===== src/rtl/seq_divider.sv =====
// seq_divider: multi-cycle restoring unsigned divider.
// Accepts a dividend/divisor pair on a start pulse, produces one quotient
// bit per clock and returns quotient/remainder with a one-cycle done pulse.
// A zero divisor returns all-ones quotient, remainder=dividend and raises
// div_by_zero, without running the iterative steps.
module seq_divider #(
    parameter int WIDTH = 4
) (
    input  logic             clk,
    input  logic             rst_n,
    input  logic             start,
    input  logic [WIDTH-1:0] dividend,
    input  logic [WIDTH-1:0] divisor,
    output logic             busy,
    output logic             done,
    output logic [WIDTH-1:0] quotient,
    output logic [WIDTH-1:0] remainder,
    output logic             div_by_zero
);

    localparam int CNT_W = (WIDTH > 2) ? $clog2(WIDTH) : 1;
    localparam logic [CNT_W-1:0] LAST_STEP = CNT_W'(WIDTH - 1);

    typedef enum logic [1:0] {
        S_IDLE,
        S_CALC,
        S_DONE
    } state_t;

    state_t           state_q,     state_d;
    logic             busy_q,      busy_d;
    logic             done_q,      done_d;
    logic [WIDTH-1:0] quotient_q,  quotient_d;
    logic [WIDTH-1:0] remainder_q, remainder_d;
    logic             dbz_q,       dbz_d;
    logic [WIDTH:0]   rem_q,       rem_d;      // partial remainder R, one bit wider
    logic [WIDTH-1:0] quo_q,       quo_d;      // shifting dividend / quotient Q
    logic [WIDTH-1:0] divisor_q,   divisor_d;  // captured divisor
    logic [CNT_W-1:0] count_q,     count_d;

    logic [WIDTH:0]   rem_shift;
    logic [WIDTH-1:0] quo_shift;
    logic [WIDTH:0]   trial;
    logic [WIDTH:0]   rem_step;
    logic [WIDTH-1:0] quo_step;

    // One restoring step: shift {R,Q} left, trial-subtract, keep on non-negative.
    always_comb begin
        rem_shift = {rem_q[WIDTH-1:0], quo_q[WIDTH-1]};
        quo_shift = {quo_q[WIDTH-2:0], 1'b0};
        trial     = rem_shift - {1'b0, divisor_q};
        rem_step  = rem_shift;
        quo_step  = quo_shift;
        // A negative trial (MSB set) means the divisor did not fit: restore.
        if (!trial[WIDTH]) begin
            rem_step = trial;
            quo_step = {quo_shift[WIDTH-1:1], 1'b1};
        end
    end

    // Next-state and registered-output logic for the IDLE/CALC/DONE sequencer.
    always_comb begin
        // NOTE: every _d gets a default first so no path leaves it unassigned,
        // which would otherwise infer a latch.
        state_d     = state_q;
        busy_d      = busy_q;
        done_d      = 1'b0;
        quotient_d  = quotient_q;
        remainder_d = remainder_q;
        dbz_d       = dbz_q;
        rem_d       = rem_q;
        quo_d       = quo_q;
        divisor_d   = divisor_q;
        count_d     = count_q;

        case (state_q)
            S_IDLE: begin
                if (start) begin
                    if (divisor != '0) begin
                        divisor_d = divisor;
                        rem_d     = '0;
                        quo_d     = dividend;
                        count_d   = '0;
                        busy_d    = 1'b1;
                        state_d   = S_CALC;
                    end else begin
                        // Zero divisor: answer immediately, skip the iteration.
                        quotient_d  = '1;
                        remainder_d = dividend;
                        dbz_d       = 1'b1;
                        done_d      = 1'b1;
                        state_d     = S_DONE;
                    end
                end
            end

            S_CALC: begin
                rem_d   = rem_step;
                quo_d   = quo_step;
                count_d = count_q + CNT_W'(1);
                if (count_q == LAST_STEP) begin
                    quotient_d  = quo_step;
                    remainder_d = rem_step[WIDTH-1:0];
                    dbz_d       = 1'b0;
                    busy_d      = 1'b0;
                    done_d      = 1'b1;
                    state_d     = S_DONE;
                end
            end

            S_DONE: begin
                state_d = S_IDLE;
            end

            default: begin
                state_d = S_IDLE;
                busy_d  = 1'b0;
            end
        endcase
    end

    // State and datapath registers with asynchronous active-low reset.
    always_ff @(posedge clk or negedge rst_n) begin
        if (!rst_n) begin
            state_q     <= S_IDLE;
            busy_q      <= 1'b0;
            done_q      <= 1'b0;
            quotient_q  <= '0;
            remainder_q <= '0;
            dbz_q       <= 1'b0;
            rem_q       <= '0;
            quo_q       <= '0;
            divisor_q   <= '0;
            count_q     <= '0;
        end else begin
            // NOTE: non-blocking assignments so every flop samples the
            // pre-edge values regardless of statement order.
            state_q     <= state_d;
            busy_q      <= busy_d;
            done_q      <= done_d;
            quotient_q  <= quotient_d;
            remainder_q <= remainder_d;
            dbz_q       <= dbz_d;
            rem_q       <= rem_d;
            quo_q       <= quo_d;
            divisor_q   <= divisor_d;
            count_q     <= count_d;
        end
    end

    assign busy        = busy_q;
    assign done        = done_q;
    assign quotient    = quotient_q;
    assign remainder   = remainder_q;
    assign div_by_zero = dbz_q;

endmodule


===== config.mk =====
export PLATFORM = sky130hd
export DESIGN_NAME = seq_divider
export DESIGN_NICKNAME = d
export VERILOG_FILES = /design/src/rtl/seq_divider.sv
export SDC_FILE = /design/constraint.sdc
export NUM_CORES = 1
export LEC_CHECK = 0
export CAP_MARGIN = 0
export CORE_ASPECT_RATIO = 1.4
export CORE_MARGIN = 8
export CORE_UTILIZATION = 54
export CTS_BUF_LIST = sky130_fd_sc_hd__clkbuf_16
export DETAILED_ROUTE_END_ITERATION = 7
export GPL_TIMING_DRIVEN = 0
export PLACE_DENSITY = 0.8
export SETUP_SLACK_MARGIN = 0.4
export SYNTH_ARGS = -nofsm -noshare
export SYNTH_HDL_FRONTEND = slang
export SYNTH_SLANG_ARGS = --single-unit

===== constraint.sdc =====
create_clock -name clk -period 4.15 [get_ports clk]
set_input_delay 1.245 -clock clk [delete_from_list [all_inputs] [get_ports clk]]
set_output_delay 1.245 -clock clk [all_outputs]
set_load 0.1 [all_outputs]

==> summary.md <==
| Metric | Value |
|---|---|
| Final instance area | 0.00178 mm² |
| RSZ-0062 raised after global routing | no |
| Area grow syn2layout | 22.7% |
| Mapped Cells | 144 |
| Post-route ant nets | 0 |
| Worst setup SP type | flip-flop |
| Syn_nets | roughly 160 |
| Data required, critical path | 2.90 ns |
| Synth async-reset ratio | 100% |
| Initial Utilization | 56.0% |
| Slew Limit Fails | 0 |
| Max Cap Violations | 0 |
| CP max-delay cell | clkdlybuf4s50_1 |
| Die span in x | 59.8 µm |
| Die ar. | 0.00462 mm² |
| Total GRT Usage | between 10% and 20% |
| Global route overflow | 0 |
| Hold Buf Count CTS | 0 |
| Minimum clock period | 3.03 ns |
| Core Region | 0.00259 mm² |
| Kind of critical path | reg -> out |
| Routed WL | 3340 µm |
| Global-route wire length before repair | 5860 µm |
| Num CTS Buffers | 3 |
| DR pass1 iterations | 4 |
| Total number of vias | 1185 |
| Critical Path Start | busy$_DFFE_PN0P_ |
| EDFF count, synth | 0 |
| Fin Setup TNS | 0 ns |
| Worst setup EP type | output pin |
| Row count | 22 |
| Slew @ Worst Pin | 0.990 ns |
| Clk buf depth | 2 |
| RR Endpoint | remainder[2]$_DFFE_PN0P_ |
| Cell Area, Placed | 0.00171 mm² |
| Chip height | 77.3 µm |
| Worst path cell trace | clkdlybuf4s50_1 |
| Critical path's top delay family | buffers and inverters |
| Yosys warns | 0 |
| Max incr delay on CP | 1.15 ns |
| Worst-Skew Late Latency | roughly 0.26 ns |
| CP Depth | 1 |
| Clock Skew | approximately 0.0028 ns |
| Share of cells above drive strength 1 | between 10 and 15% |
| Most frequent cells in the layout | 27 x dfrtp_1, 21 x nand2_1, 20 x clkdlybuf4s50_1, 11 x nor2_1, 10 x inv_1 |
| Distinct cell type count after synthesis | 39 |
| Sequential-to-total area share from yosys stat | 46.6% |
| Final setup fails | 0 |
| Iter 0 DRT Violations | 36 |
| Worst Path Buf+Inv | 1 |
| Ports | 22 |
| Critical Path Fanout Max | 3 |
| Reg2Reg Launch Point | quo_q[3]$_DFFE_PN0P_ |
| Syn avg cell area | 10.1 µm² |
| H-tree depth | 1 |
| Post-Syn Area | roughly 0.0015 mm² |
| Ant diodes | 0 |
| FF+latch count, synth | 27 |
| Final Hold Viols | 0 |
| Reg2Reg Setup Slack | 1.78 ns |
| Root buffer cell | clkbuf_16 |
| Final core occ | 68.8% |
| Largest net degree at the start of global routing | 28 |
| Number of global-route vias before repair | approximately 1.3k |
| CTS tree | done |
| Slew Limit Headroom | 33.8% |
| Clock sink count | 27 |
| Worst reg-to-reg path cell count | 8 |
| Worst EP arrival | 1.78 ns |
| Worst Setup EP | busy |
| Clock transition at path regs | approximately 0.070 ns |
| Initial antenna violation count | 0 |
| Hold Path Stages | 2 |
| Final #Nets | approximately 190 |
| Dominant synthesized flop cell | dfrtp_1 |
| Hold_ws | 0.488 ns |
| Vias/cell | 5.78 |
| HPWL after DPL | 2540 µm |
| Post CTS Setup Buffer Count | 0 |
| Commonest non-fill, non-tap cell in the layout | dfrtp_1 |
| Worst Hold Class | reg -> reg |
| DRC | 0 |
| Status | finished, final reports clean |
| GP Congestion | 0.838 |
| Max Clk Rate | 0.330 GHz |
| Cts repair resizes | 0 |
| I/O Buffers | 21 |
| Final Cycle Share | 72.9% |
| WL/cell | between 15 and 20 µm |
## how the worst min path moves through the flow
stage / startpoint / to / slack (ns)
after CTS: divisor_q[3]$_DFFE_PN0P_ / divisor_q[3]$_DFFE_PN0P_ / 0.49
after global placement: divisor_q[3]$_DFFE_PN0P_ / divisor_q[3]$_DFFE_PN0P_ / 0.47
after global routing: divisor_q[3]$_DFFE_PN0P_ / divisor_q[3]$_DFFE_PN0P_ / 0.51
final: divisor_q[3]$_DFFE_PN0P_ / divisor_q[3]$_DFFE_PN0P_ / 0.49
after floorplan: divisor_q[3]$_DFFE_PN0P_ / divisor_q[3]$_DFFE_PN0P_ / 0.45
after detailed placement: divisor_q[3]$_DFFE_PN0P_ / divisor_q[3]$_DFFE_PN0P_ / 0.47
## layer usage
metal / up-vias / GRT usage (%) / part of all wire, %
met5: - / 0 / 0
met4: 0 / 5.76 / 2.0
met3: 8 / 4.01 / 5.7
met2: 37 / 27.2 / 52
met1: 580 / 18.4 / 40
li1: 560 / - / -
## cell usage after synthesis (4+ instances only)
| master | instances | area share, % |
|---|---|---|
| nand3_1 | 4 | 1.4 |
| nor2_1 | 11 | 2.8 |
| nand2_1 | 21 | 5.4 |
| dfrtp_1 | 27 | 47 |
| nand2b_1 | 7 | 3.0 |
| o21ai_0 | 9 | 3.1 |
| inv_1 | 9 | 2.3 |
| a21oi_1 | 4 | 1.4 |
| ha_1 | 5 | 4.3 |
## metrics by stage
stage / worst slack [ns] / cells
after floorplan: 1.58 / 144
after global placement: 0.992 / 201
after detailed placement: 0.901 / 201
after CTS: 1.12 / 205
after global routing: 1.06 / 205
final: 1.12 / 205
## area by class of cell
type / instances / area [µm²]
Fill cell: 222 / 808
Clock inverter: 1 / 3.75
Sequential cell: 27 / 676
Buffer: 6 / 48.8
Timing Repair Buffer: 21 / 205
Multi-Input combinational cell: 102 / 692
Tap cell: 36 / 45.0
Inverter: 9 / 33.8
Clock buffer: 3 / 75.1
## state kept, by name, indices dropped and copies added (netlist names)
name / cells
state_q: 2
done: 1
count_q: 2
quotient: 4
divisor_q: 4
rem_q: 4
div_by_zero: 1
remainder: 4
busy: 1
quo_q: 4
## logic make-up (layout without fill, tap and decap cells)
| group | count (synthesis) | after routing | share of synthesized area, % |
|---|---|---|---|
| flip-flops | 27 | 27 | 46.6 |
| XOR/XNOR | 3 | 3 | 1.81 |
| AND/OR/NAND/NOR | 55 | 55 | 18.6 |
| adder cells (fa/ha/maj) | 6 | 6 | 5.69 |
| multiplexers | 4 | 4 | 2.85 |
| buffers and inverters | 15 | 40 | 5.69 |
| AO/OA/AOI/OAI | 34 | 34 | 18.8 |
Power is not shown: default switching activity piles up to over one toggle a cycle in this logic, so the estimate is an artifact.
